--- src/rtl/nrst_sequencer.sv ---
// Multi-channel reset sequencer: asynchronous assert, synchronised negate, then
// timed thermometer release of CHANNELS active-low resets. Optional soft reset: NRST_SEQ_SWRST_EN.
module nrst_sequencer #(
  parameter int STAGES      = 2,
  parameter int CHANNELS    = 4,
  parameter int HOLD_CYCLES = 16,
  parameter int STEP_CYCLES = 8
) (
  input  logic                CLK_I,
  input  logic                NRST_I,
`ifdef NRST_SEQ_SWRST_EN
  input  logic                SWRST_I,
`endif
  output logic [CHANNELS-1:0] NRST_O,
  output logic                RST_DONE_O
);

  localparam int MAX_CYC = (HOLD_CYCLES > STEP_CYCLES) ? HOLD_CYCLES : STEP_CYCLES;
  localparam int CNT_W   = (MAX_CYC < 1) ? 1 : $clog2(MAX_CYC + 1);
  localparam int IDX_W   = (CHANNELS > 1) ? $clog2(CHANNELS) : 1;

  typedef enum logic [1:0] {
    ST_ASSERT = 2'd0,
    ST_HOLD   = 2'd1,
    ST_STEP   = 2'd2,
    ST_DONE   = 2'd3
  } state_t;

  if (STAGES < 2) begin : g_bad_stages
    $error("nrst_sequencer: STAGES must be >= 2");
  end
  if (CHANNELS < 1) begin : g_bad_channels
    $error("nrst_sequencer: CHANNELS must be >= 1");
  end
  if (STEP_CYCLES < 1) begin : g_bad_step
    $error("nrst_sequencer: STEP_CYCLES must be >= 1");
  end

  logic [STAGES-1:0]   r_sync;
  state_t              r_state;
  state_t              w_state_nxt;
  logic [CNT_W-1:0]    r_cnt;
  logic [CNT_W-1:0]    w_cnt_nxt;
  logic [IDX_W-1:0]    r_idx;
  logic [IDX_W-1:0]    w_idx_nxt;
  logic [CHANNELS-1:0] r_nrst;
  logic [CHANNELS-1:0] w_nrst_nxt;
  logic                r_done;
  logic                w_done_nxt;
  logic [CHANNELS:0]   w_nrst_shift;
  logic                w_sync_n;
  logic                w_hold_end;
  logic                w_step_end;
  logic                w_last_ch;

  // Reset synchroniser: async clear, shifts ones in after NRST_I negates.
  always_ff @(posedge CLK_I or negedge NRST_I) begin
    if (!NRST_I) begin
      r_sync <= '0;
    end else begin
      r_sync <= {r_sync[STAGES-2:0], 1'b1};
    end
  end

  assign w_sync_n     = r_sync[STAGES-1];
  // Shifting a 1 in from the bottom keeps the outputs thermometer-coded.
  assign w_nrst_shift = {r_nrst, 1'b1};
  assign w_hold_end   = (int'(r_cnt) + 32'sd1) >= HOLD_CYCLES;
  assign w_step_end   = (int'(r_cnt) + 32'sd1) >= STEP_CYCLES;
  assign w_last_ch    = (int'(r_idx) + 32'sd2) >= CHANNELS;

  // Next-state, counter, channel index and next output values.
  always_comb begin
    w_state_nxt = r_state;
    w_cnt_nxt   = r_cnt;
    w_idx_nxt   = r_idx;
    w_nrst_nxt  = r_nrst;
    w_done_nxt  = r_done;
`ifdef NRST_SEQ_SWRST_EN
    if (SWRST_I) begin
      w_state_nxt = ST_ASSERT;
      w_cnt_nxt   = '0;
      w_idx_nxt   = '0;
      w_nrst_nxt  = '0;
      w_done_nxt  = 1'b0;
    end else begin
`endif
    case (r_state)
      ST_ASSERT: begin
        w_cnt_nxt  = '0;
        w_idx_nxt  = '0;
        w_nrst_nxt = '0;
        w_done_nxt = 1'b0;
        if (!w_sync_n) begin
          w_state_nxt = ST_ASSERT;
        end else if (HOLD_CYCLES != 32'sd0) begin
          w_state_nxt = ST_HOLD;
        end else begin
          w_nrst_nxt = w_nrst_shift[CHANNELS-1:0];
          if (CHANNELS == 32'sd1) begin
            w_state_nxt = ST_DONE;
            w_done_nxt  = 1'b1;
          end else begin
            w_state_nxt = ST_STEP;
          end
        end
      end
      ST_HOLD: begin
        if (w_hold_end) begin
          w_cnt_nxt  = '0;
          w_nrst_nxt = w_nrst_shift[CHANNELS-1:0];
          if (CHANNELS == 32'sd1) begin
            w_state_nxt = ST_DONE;
            w_done_nxt  = 1'b1;
          end else begin
            w_state_nxt = ST_STEP;
          end
        end else begin
          w_cnt_nxt = r_cnt + CNT_W'(1'b1);
        end
      end
      ST_STEP: begin
        if (w_step_end) begin
          w_cnt_nxt  = '0;
          w_idx_nxt  = r_idx + IDX_W'(1'b1);
          w_nrst_nxt = w_nrst_shift[CHANNELS-1:0];
          if (w_last_ch) begin
            w_state_nxt = ST_DONE;
            w_done_nxt  = 1'b1;
          end else begin
            w_state_nxt = ST_STEP;
          end
        end else begin
          w_cnt_nxt = r_cnt + CNT_W'(1'b1);
        end
      end
      ST_DONE: begin
        w_state_nxt = ST_DONE;
      end
      default: begin
        w_state_nxt = ST_ASSERT;
        w_cnt_nxt   = '0;
        w_idx_nxt   = '0;
        w_nrst_nxt  = '0;
        w_done_nxt  = 1'b0;
      end
    endcase
`ifdef NRST_SEQ_SWRST_EN
    end
`endif
  end

  // State, counters and registered outputs; all cleared asynchronously by NRST_I.
  always_ff @(posedge CLK_I or negedge NRST_I) begin
    if (!NRST_I) begin
      r_state <= ST_ASSERT;
      r_cnt   <= '0;
      r_idx   <= '0;
      r_nrst  <= '0;
      r_done  <= 1'b0;
    end else begin
      r_state <= w_state_nxt;
      r_cnt   <= w_cnt_nxt;
      r_idx   <= w_idx_nxt;
      r_nrst  <= w_nrst_nxt;
      r_done  <= w_done_nxt;
    end
  end

  assign NRST_O     = r_nrst;
  assign RST_DONE_O = r_done;

endmodule

--- config.mk ---
export PLATFORM = sky130hd
export DESIGN_NAME = nrst_sequencer
export DESIGN_NICKNAME = d
export VERILOG_FILES = /design/src/rtl/nrst_sequencer.sv
export SDC_FILE = /design/constraint.sdc
export NUM_CORES = 1
export LEC_CHECK = 0
export BUFFER_PORTS_ARGS = -buffer_cell sky130_fd_sc_hd__buf_2
export CAP_MARGIN = 10
export CORE_MARGIN = 2
export CORE_UTILIZATION = 50
export CTS_BUF_LIST = sky130_fd_sc_hd__clkbuf_8
export DETAILED_ROUTE_END_ITERATION = 10
export GPL_TIMING_DRIVEN = 1
export PLACE_DENSITY = 0.74
export SYNTH_ARGS = -nofsm -noshare
export SYNTH_HDL_FRONTEND = slang
export SYNTH_SLANG_ARGS = --single-unit
export TNS_END_PERCENT = 5
--- constraint.sdc ---
create_clock -name CLK_I -period 4.33 [get_ports CLK_I]
set_input_delay 0.866 -clock CLK_I [delete_from_list [all_inputs] [get_ports CLK_I]]
set_output_delay 0.866 -clock CLK_I [all_outputs]
set_load 0.1 [all_outputs]
* Word level (Yosys, flattened, before mapping)
Cells that the tools add are included.
Operators by class: equal/unequal tests 6, reduce and logical (&&, ||, !) cells 7, add/sub/neg operators 4, muxes and demuxes 16, $lt $le $gt $ge 3
Operator list (number):
- 32-bit by 6-bit >= comparator with 1-bit output, second input constant | 1
- 5-bit case mux with 3 select lines | 1
- 4-bit case mux with 3 select lines | 1
- 5-bit 2-to-1 mux | 2
- 4-bit 2-to-1 mux | 2
- 2-bit case mux with 4 select lines | 1
- 5-bit by 1-bit adder with 6-bit output, second input constant | 1
- 6-bit by 4-bit >= comparator with 1-bit output, second input constant | 1
- 2-bit 2-to-1 mux | 3
- 2-bit != test, second input constant | 3
- 3-bit AND reduction | 2
- 5-bit by 1-bit adder with 5-bit output, second input constant | 1
- 2-bit == test, second input constant | 2
- 1-bit 2-to-1 mux | 4
- 2-bit case mux with 2 select lines | 1
- 2-bit AND reduction | 2
- 2-bit by 2-bit adder with 3-bit output, second input constant | 1
- 3-bit >= comparator, second input constant | 1
- 3-bit nonzero test | 1
- 2-bit by 1-bit adder with 2-bit output, second input constant | 1
- 2-bit by 1-bit == test with 1-bit output, second input constant | 1
- 2-bit zero test | 1
- 1-bit case mux with 2 select lines | 1
- 2-bit nonzero test | 1
Storage, ports and cells: register bits after elaboration 16, input bits 2, output and inout bits 5, word-level logic and storage cells 42

* Logic depth before layout (Yosys ltp)
Gate-level depths: netlist (run 1).
depth in word-level cells 5, mapped depth 7, gate-level depth less buffers 6

* Worst setup path after synthesis (run 1)
No wires, ideal clock.
path kind register to output, start register r_nrst[0], in the netlist NRST_O[0], end output NRST_O[0], cell stages (with the launch flop) 1, data arrival time 0.913 ns, path slack 2.551 ns, path buffers 0, required time 3.464 ns, cells stage by stage dfrtp_1
RTL lines:
- start: declaration | RTL line 46 | logic [CHANNELS-1:0] r_nrst;
- start signal: assignment | RTL line 165 | r_nrst <= w_nrst_nxt;
- end: declaration | RTL line 14 | output logic [CHANNELS-1:0] NRST_O,
No word-level cell between the ends.

* Worst setup path in the final report (run 1)
start register r_cnt[0], end register r_nrst[3], in the netlist NRST_O[3]
On the way: cells in the longest elaborated chain, start to end 4, elaborated cells on any way between the ends 6, classes of those cells 1 x add/sub; 2 x order compare; 2 x eq/ne; 1 x reduce/logical
Ends and longest elaborated chain:
- start: declaration | RTL line 42 | logic [CNT_W-1:0] r_cnt;
- start signal: assignment | RTL line 163 | r_cnt <= w_cnt_nxt;
- 5-bit by 1-bit adder with 6-bit output * | RTL line 68, 69
- 32-bit by 6-bit >= comparator with 1-bit output / 6-bit by 4-bit >= comparator with 1-bit output (equally long branches) | RTL line 68, 69
- 2-bit != test (no source line)
- 3-bit AND reduction (no source line) *
Every way passes the cells marked *; elsewhere a longest branch is shown, timed or not. A chain may end at the register's enable or synchronous reset.

==> flow_summary.yaml, run 1 <==
route:
  first_pass_iters: 4
  route.detailed.drc: 0
  final_antenna_net_count: 0
  routed_wl_um: 1730
  routedWlPerCell_um: 14.1
  drtIter0Drc: 20
  vias_per_cell: 5.96
  vias: 727
global_route:
  grt_first_pass_wirelength_um: 2950
  grtUsageTotal_pct: 19.3
  grt-ovfl-total: 0
  grt_max_degree: 17
  grt_pass1_vias: 667
  antenna_found_initial: 0
layout:
  diodes: 0
  layout_common_cells: "dfrtp_1, inv_1, nand2_1, ha_1"
  syn2layout_area_growth_pct: 8.57
  nNetsFinal: 107
  finalInstanceArea_sq_um: 998
  instances_no_fill: 122
  final_layout_size_suffix_gt1_share_pct: 13.4
  final_util_pct: 57.8
  n_fill_cell: 151
  layout_commonest_cell: "dfrtp_1"
clock_network:
  numCtsBuffers: 3
  post_cts_buffers: 0
  clk_latency_ps: 250
  cts_tree: "done"
  cts.reportedPaths.clkPinSlew_ps: 60
  hold_buffers: 0
  cts_root_buf: "clkbuf_8"
  post_cts_resized: 0
  clockBufferDepth: 2
  clock-sinks: 16
  htreeDepth: 1
worst_setup_path:
  critPathSlowestCell: "dfrtp_1"
  crit_fanout: 9
  arrival_ps: 2140
  crit_path_cell_trace: "ha_1, nand3_2, xnor2_1, or3_1, a32o_1"
  crit_type: "reg2reg"
  startpoint_type: "register"
  cp.required_ps: 4470
  worstSetupEndpointType: "register"
  critPathMaxStageDelay_ps: 500
yosys:
  synth_top_family_by_area: "compound AO/OA/AOI/OAI gates"
  avgSynthCellArea_sq_um: 10.1
  ys_types: 34
  async_flop_share_pct: 100
  synthAdderAreaFrac_pct: 9.52
  synth_top_area_share_pct: 43.5
  synth_area_sq_um: 920
  synth_edf_count: 0
  yosysSeqAreaShare_pct: 43.5
  yosys.area.top_type: "dfrtp_1"
  synth-xor-area-share_pct: 1.90
  synthSimpleGateAreaFrac_pct: 16.3
  synth_seq_cells: 16
  yosysWarnings: 0
  synth_area_leaders: "dfrtp_1, ha_1, inv_1"
  synth_fp_nets: 100
  syn-instance-count: 91
  synthMuxAreaShare_pct: 2.18
  synth_compound_area_share_pct: 18.4
  yosys_most_used_dff: "dfrtp_1"
outcome:
  status: "finished clean"
sta:
  hold_viol_final: 0
  fin_crit_sh_pct: 46.1
  fin_crit_ps: 2000
  slew_violations: 0
  fin_tns_setup_ps: 0
  worstMarginPinSlew_ps: 524
  setup_viol: 0
  finalClockSkew_ps: 2.05
  rsz0062_at_grt: "no"
  slew_headroom_pct: 64.8
  fmax_ghz: 0.501
placed_design:
  place.gp.congestion: 0.826
  dp_cells: 118
  postPlaceCellArea_sq_um: 943
  hpwl_um: 1270
  numPortBuffers: 6
worst_hold_path:
  hold_class: "reg2reg"
power_and_ir_drop:
  finalPower_mw: 0.670
  power_density_nw_per_um2: 671
  peakVddDrop_mv: 0.329
  p_leak_nw: 0.462
die:
  die_y_um: 46.9
  rows: 15
  core_region_area_sq_um: 1730
  die_area_sq_um: 2200
  fp.dieW_um: 46.9
  initial_core_util_pct: 53.3
  io_pins: 7
run:
  cap_violations: 0
[area by class of cell]
type                    instances  area, sq um  share of cell area [%]
flip-flops and latches         16          400                    40.1
multi-input cells              62          448                    44.9
repair buffers                  6         30.0                    3.01
inverters                       9         33.8                    3.38
clock buffers                   4         55.1                    5.51
well taps                      25         31.3                    3.13
[cells in the mapped netlist (3+ instances only)]
| cell | instances |
|---|---|
| nor2_1 | 4 |
| a21oi_1 | 3 |
| nand3_1 | 3 |
| o21ai_0 | 6 |
| dfrtp_1 | 16 |
| nor2b_1 | 3 |
| a32o_1 | 3 |
| nand2_1 | 7 |
| ha_1 | 7 |
| inv_1 | 9 |
[kinds of logic after synthesis]
family	count (synthesis)
xor+xnor	2
other cells	1
buf+inv	13
simple gates	27
fa+ha+maj	7
compound gates	23
flops	16
mux	2
[power by group]
group / switching [mW] / leakage, nW / internal [mW] / total (mW)
clock network: 0.0509 / 0.0288 / 0.0807 / 0.132
logic: 0.221 / 0.227 / 0.0985 / 0.319
registers: 0.0387 / 0.206 / 0.181 / 0.220
total: 0.310 / 0.462 / 0.360 / 0.670
[critical path: cells and delay by family, from the launching register on]
family | cells | cell delay, ps
xor gates and xnor gates | 1 | 160
adders and majority gates | 1 | 290
AOI/OAI and AO/OA | 1 | 300
DFF | 1 | 500
and+or+nand+nor | 2 | 620
[state kept, by name (all words and copies together) (netlist names)]
register    count
r_cnt           5
r_idx           2
NRST_O          4
RST_DONE_O      1
r_sync          2
r_state         2
[stage by stage]
| stage | hold WS, ps | worst slack (ps) |
|---|---|---|
| CTS | 356 | 2350 |
| finish | 353 | 2330 |
| floorplan | 331 | 2550 |
| global route | 369 | 2230 |
| global placement | 341 | 2400 |
| detailed placement | 342 | 2380 |
[metal layers]
layer	wire length (um)	vias up	share of wire, %	GRT usage (%)
li1	-	337	-	-
met5	0	-	0	0
met3	123	5	7.1	3.46
met1	745	351	43	24.5
met4	36	0	2.1	11.1
met2	820	34	48	30.7
[path summary, 6_finish.rpt]
kind                            cells past startpoint                 start                      to  slack, ps
worst max-delay path                                5  r_cnt[0]$_DFFE_PN0P_   NRST_O[3]$_DFFE_PN0P_       2330
worst min-delay path                                0   r_sync[0]$_DFF_PN0_     r_sync[1]$_DFF_PN0_        350
worst max register to register                      5  r_cnt[0]$_DFFE_PN0P_   NRST_O[3]$_DFFE_PN0P_       2330
worst min register to register                      0   r_sync[0]$_DFF_PN0_     r_sync[1]$_DFF_PN0_        350
max in group asynchronous                           1                NRST_I  r_state[0]$_DFFE_PN0P_       3550
min in group asynchronous                           1                NRST_I    r_cnt[3]$_DFFE_PN0P_        520
Note: power is estimated with default switching activity, not from simulation.
==> run 2, diff against run 1 <==
--- a/config.mk
+++ b/config.mk
@@ -12,7 +12,7 @@
 export CTS_BUF_LIST = sky130_fd_sc_hd__clkbuf_8
 export DETAILED_ROUTE_END_ITERATION = 10
 export GPL_TIMING_DRIVEN = 1
-export PLACE_DENSITY = 0.74
+export PLACE_DENSITY = 0.77
 export SYNTH_ARGS = -nofsm -noshare
 export SYNTH_HDL_FRONTEND = slang
 export SYNTH_SLANG_ARGS = --single-unit
==> constraint.sdc (replaced) <==
create_clock -name CLK_I -period 1.6 [get_ports CLK_I]
set_input_delay 0.32 -clock CLK_I [delete_from_list [all_inputs] [get_ports CLK_I]]
set_output_delay 0.32 -clock CLK_I [all_outputs]
set_load 0.1 [all_outputs]
==> flow_summary.yaml, run 2 (synthesis gave the netlist of run 1 again) <==
clock_network:
  htreeDepth: 1
  clock-sinks: 16
  post_cts_buffers: 0
  cts_root_buf: "clkbuf_8"
  cts_tree: "done"
  numCtsBuffers: 3
  clockBufferDepth: 2
  clk_latency_ps: 250
  cts.reportedPaths.clkPinSlew_ps: 60
outcome:
  status: "finished with violations"
  violations: "setup timing"
layout:
  largest_register_ffs: 5
  layout_commonest_cell: "buf_4"
  syn2layout_area_growth_pct: 29.7
  n_fill_cell: 143
  diodes: 0
  regMostFlops: "r_cnt"
  layout_common_cells: "buf_4, dfrtp_1, inv_1, nand2_1, buf_2"
  finalInstanceArea_sq_um: 1190
  nNetsFinal: 124
  final_layout_size_suffix_gt1_share_pct: 35.4
die:
  io_pins: 7
  fp.dieW_um: 46.9
  initial_core_util_pct: 53.3
  die_area_sq_um: 2200
  core_region_area_sq_um: 1730
  rows: 15
  die_y_um: 46.9
route:
  wl_met3_um: 55
  drtIter0Drc: 26
  vias: 785
  final_antenna_net_count: 0
  first_pass_iters: 4
  route.detailed.drc: 0
  routedWlPerCell_um: 17.1
  routed_wl_um: 2360
  drt-met1-wl_um: 994
  top_layer: "met4"
  vias_per_cell: 5.69
  routed-wl-met2_um: 1260
placed_design:
  place.gp.congestion: 0.833
  postPlaceCellArea_sq_um: 1070
  hpwl_um: 1580
  numPortBuffers: 6
sta:
  setup_slack_ps: -104
  fmax_ghz: 0.587
  slew_violations: 0
  rsz0062_at_grt: "yes"
  fin_crit_sh_pct: 106
  setup_viol: 6
  fin_crit_ps: 1700
  finalClockSkew_ps: 3.58
  hold_viol_final: 0
global_route:
  grt-ovfl-total: 0
  grt_pass1_vias: 723
  grt_first_pass_wirelength_um: 3420
  antenna_found_initial: 0
  grt_max_degree: 17
  grtUsageTotal_pct: 22.7
worst_setup_path:
  crit_path_cell_trace: "buf_4, and4b_1, a211oi_2, or3_4, a32o_1"
  arrival_ps: 1830
  critPathMaxStageDelay_ps: 400
  worstSetupEndpointType: "register"
  cp.required_ps: 1730
  startpoint_type: "register"
  critPathSlowestCell: "dfrtp_1"
  reg2regPathDepth: 5
  crit_type: "reg2reg"
  crit_fanout: 8
power_and_ir_drop:
  finalPower_mw: 2.08
  power.switching_mw: 0.938
  switching_share_pct: 45.0
  p_leak_nw: 0.545
  peakVddDrop_mv: 1.26
  pwr-share-seq_pct: 27.8
  comb_power_share_pct: 57.8
  p_clk_share_pct: 14.4
  power_density_nw_per_um2: 1750
  p_int_mw: 1.15
run:
  cap_violations: 0
worst_hold_path:
  hold_class: "reg2reg"
  hold_depth: 0
==> run 2: final cells by class <==
| class | instances | area, sq um | share of cell area, % |
|---|---|---|---|
| inverter | 9 | 33.8 | 2.83 |
| timing repair buffer | 23 | 160 | 13.4 |
| sequential | 16 | 402 | 33.7 |
| tap | 25 | 31.3 | 2.62 |
| multi-input combinational | 62 | 524 | 44.0 |
| clock buffer | 3 | 41.3 | 3.46 |
==> run 2: path summary, 6_finish.rpt <==
| path | start | endpoint | slack, ps |
|---|---|---|---|
| max in group asynchronous | NRST_I | r_cnt[2]$_DFFE_PN0P_ | 770 |
| max | r_cnt[0]$_DFFE_PN0P_ | NRST_O[3]$_DFFE_PN0P_ | -100 |
| min | r_sync[0]$_DFF_PN0_ | r_sync[1]$_DFF_PN0_ | 360 |
| min in group asynchronous | NRST_I | r_cnt[3]$_DFFE_PN0P_ | 530 |
| max reg2reg | r_cnt[0]$_DFFE_PN0P_ | NRST_O[3]$_DFFE_PN0P_ | -100 |
| min reg2reg | r_sync[0]$_DFF_PN0_ | r_sync[1]$_DFF_PN0_ | 360 |
==> run 2: per-stage QoR <==
step	hold WS [ps]	setup slack, ps	util [%]	setup TNS [ps]	instances
6_report	356	-104	69.1	-301	138
5_1_grt	374	-130	69.1	-809	138
4_1_cts	361	-89.9	65.1	-305	138
3_5_place_dp	251	-128	61.7	-839	134
3_3_place_gp	252	-46.9	61.7	-291	134
2_1_floorplan	24.4	-81.9	-	-322	91
==> run 2: what timing repair did <==
action	4_1_cts	5_1_grt
resized for setup	3	11
endpoints found under the hold margin	16	0
endpoints found under the setup margin	12	12
hold buffers	1	0
pin swaps	0	5
gates cloned	0	0
==> run 2: power by group through the flow <==
stage	registers [mW]	clock network (mW)	logic, mW
final	0.579	0.301	1.20
after global routing	0.589	0.319	1.30
after CTS	0.561	0.302	1.13
after detailed placement	0.568	0	1.10
after global placement	0.561	0	1.06
after floorplan	0.772	0	0.594
==> run 2: critical path, delay by kind of cell (launching register included) <==
kind	cells	cell delay, ps
AND/OR/NAND/NOR	2	650
flip-flops	1	400
AO/OA/AOI/OAI	2	360
buffers and inverters	1	170
==> run 2: metal layers <==
metal  vias to the layer above  GRT usage [%]
li1                        371              -
met1                       397           30.2
met2                        11           36.7
met3                         6           3.85
met4                         0           9.44
met5                         -              0
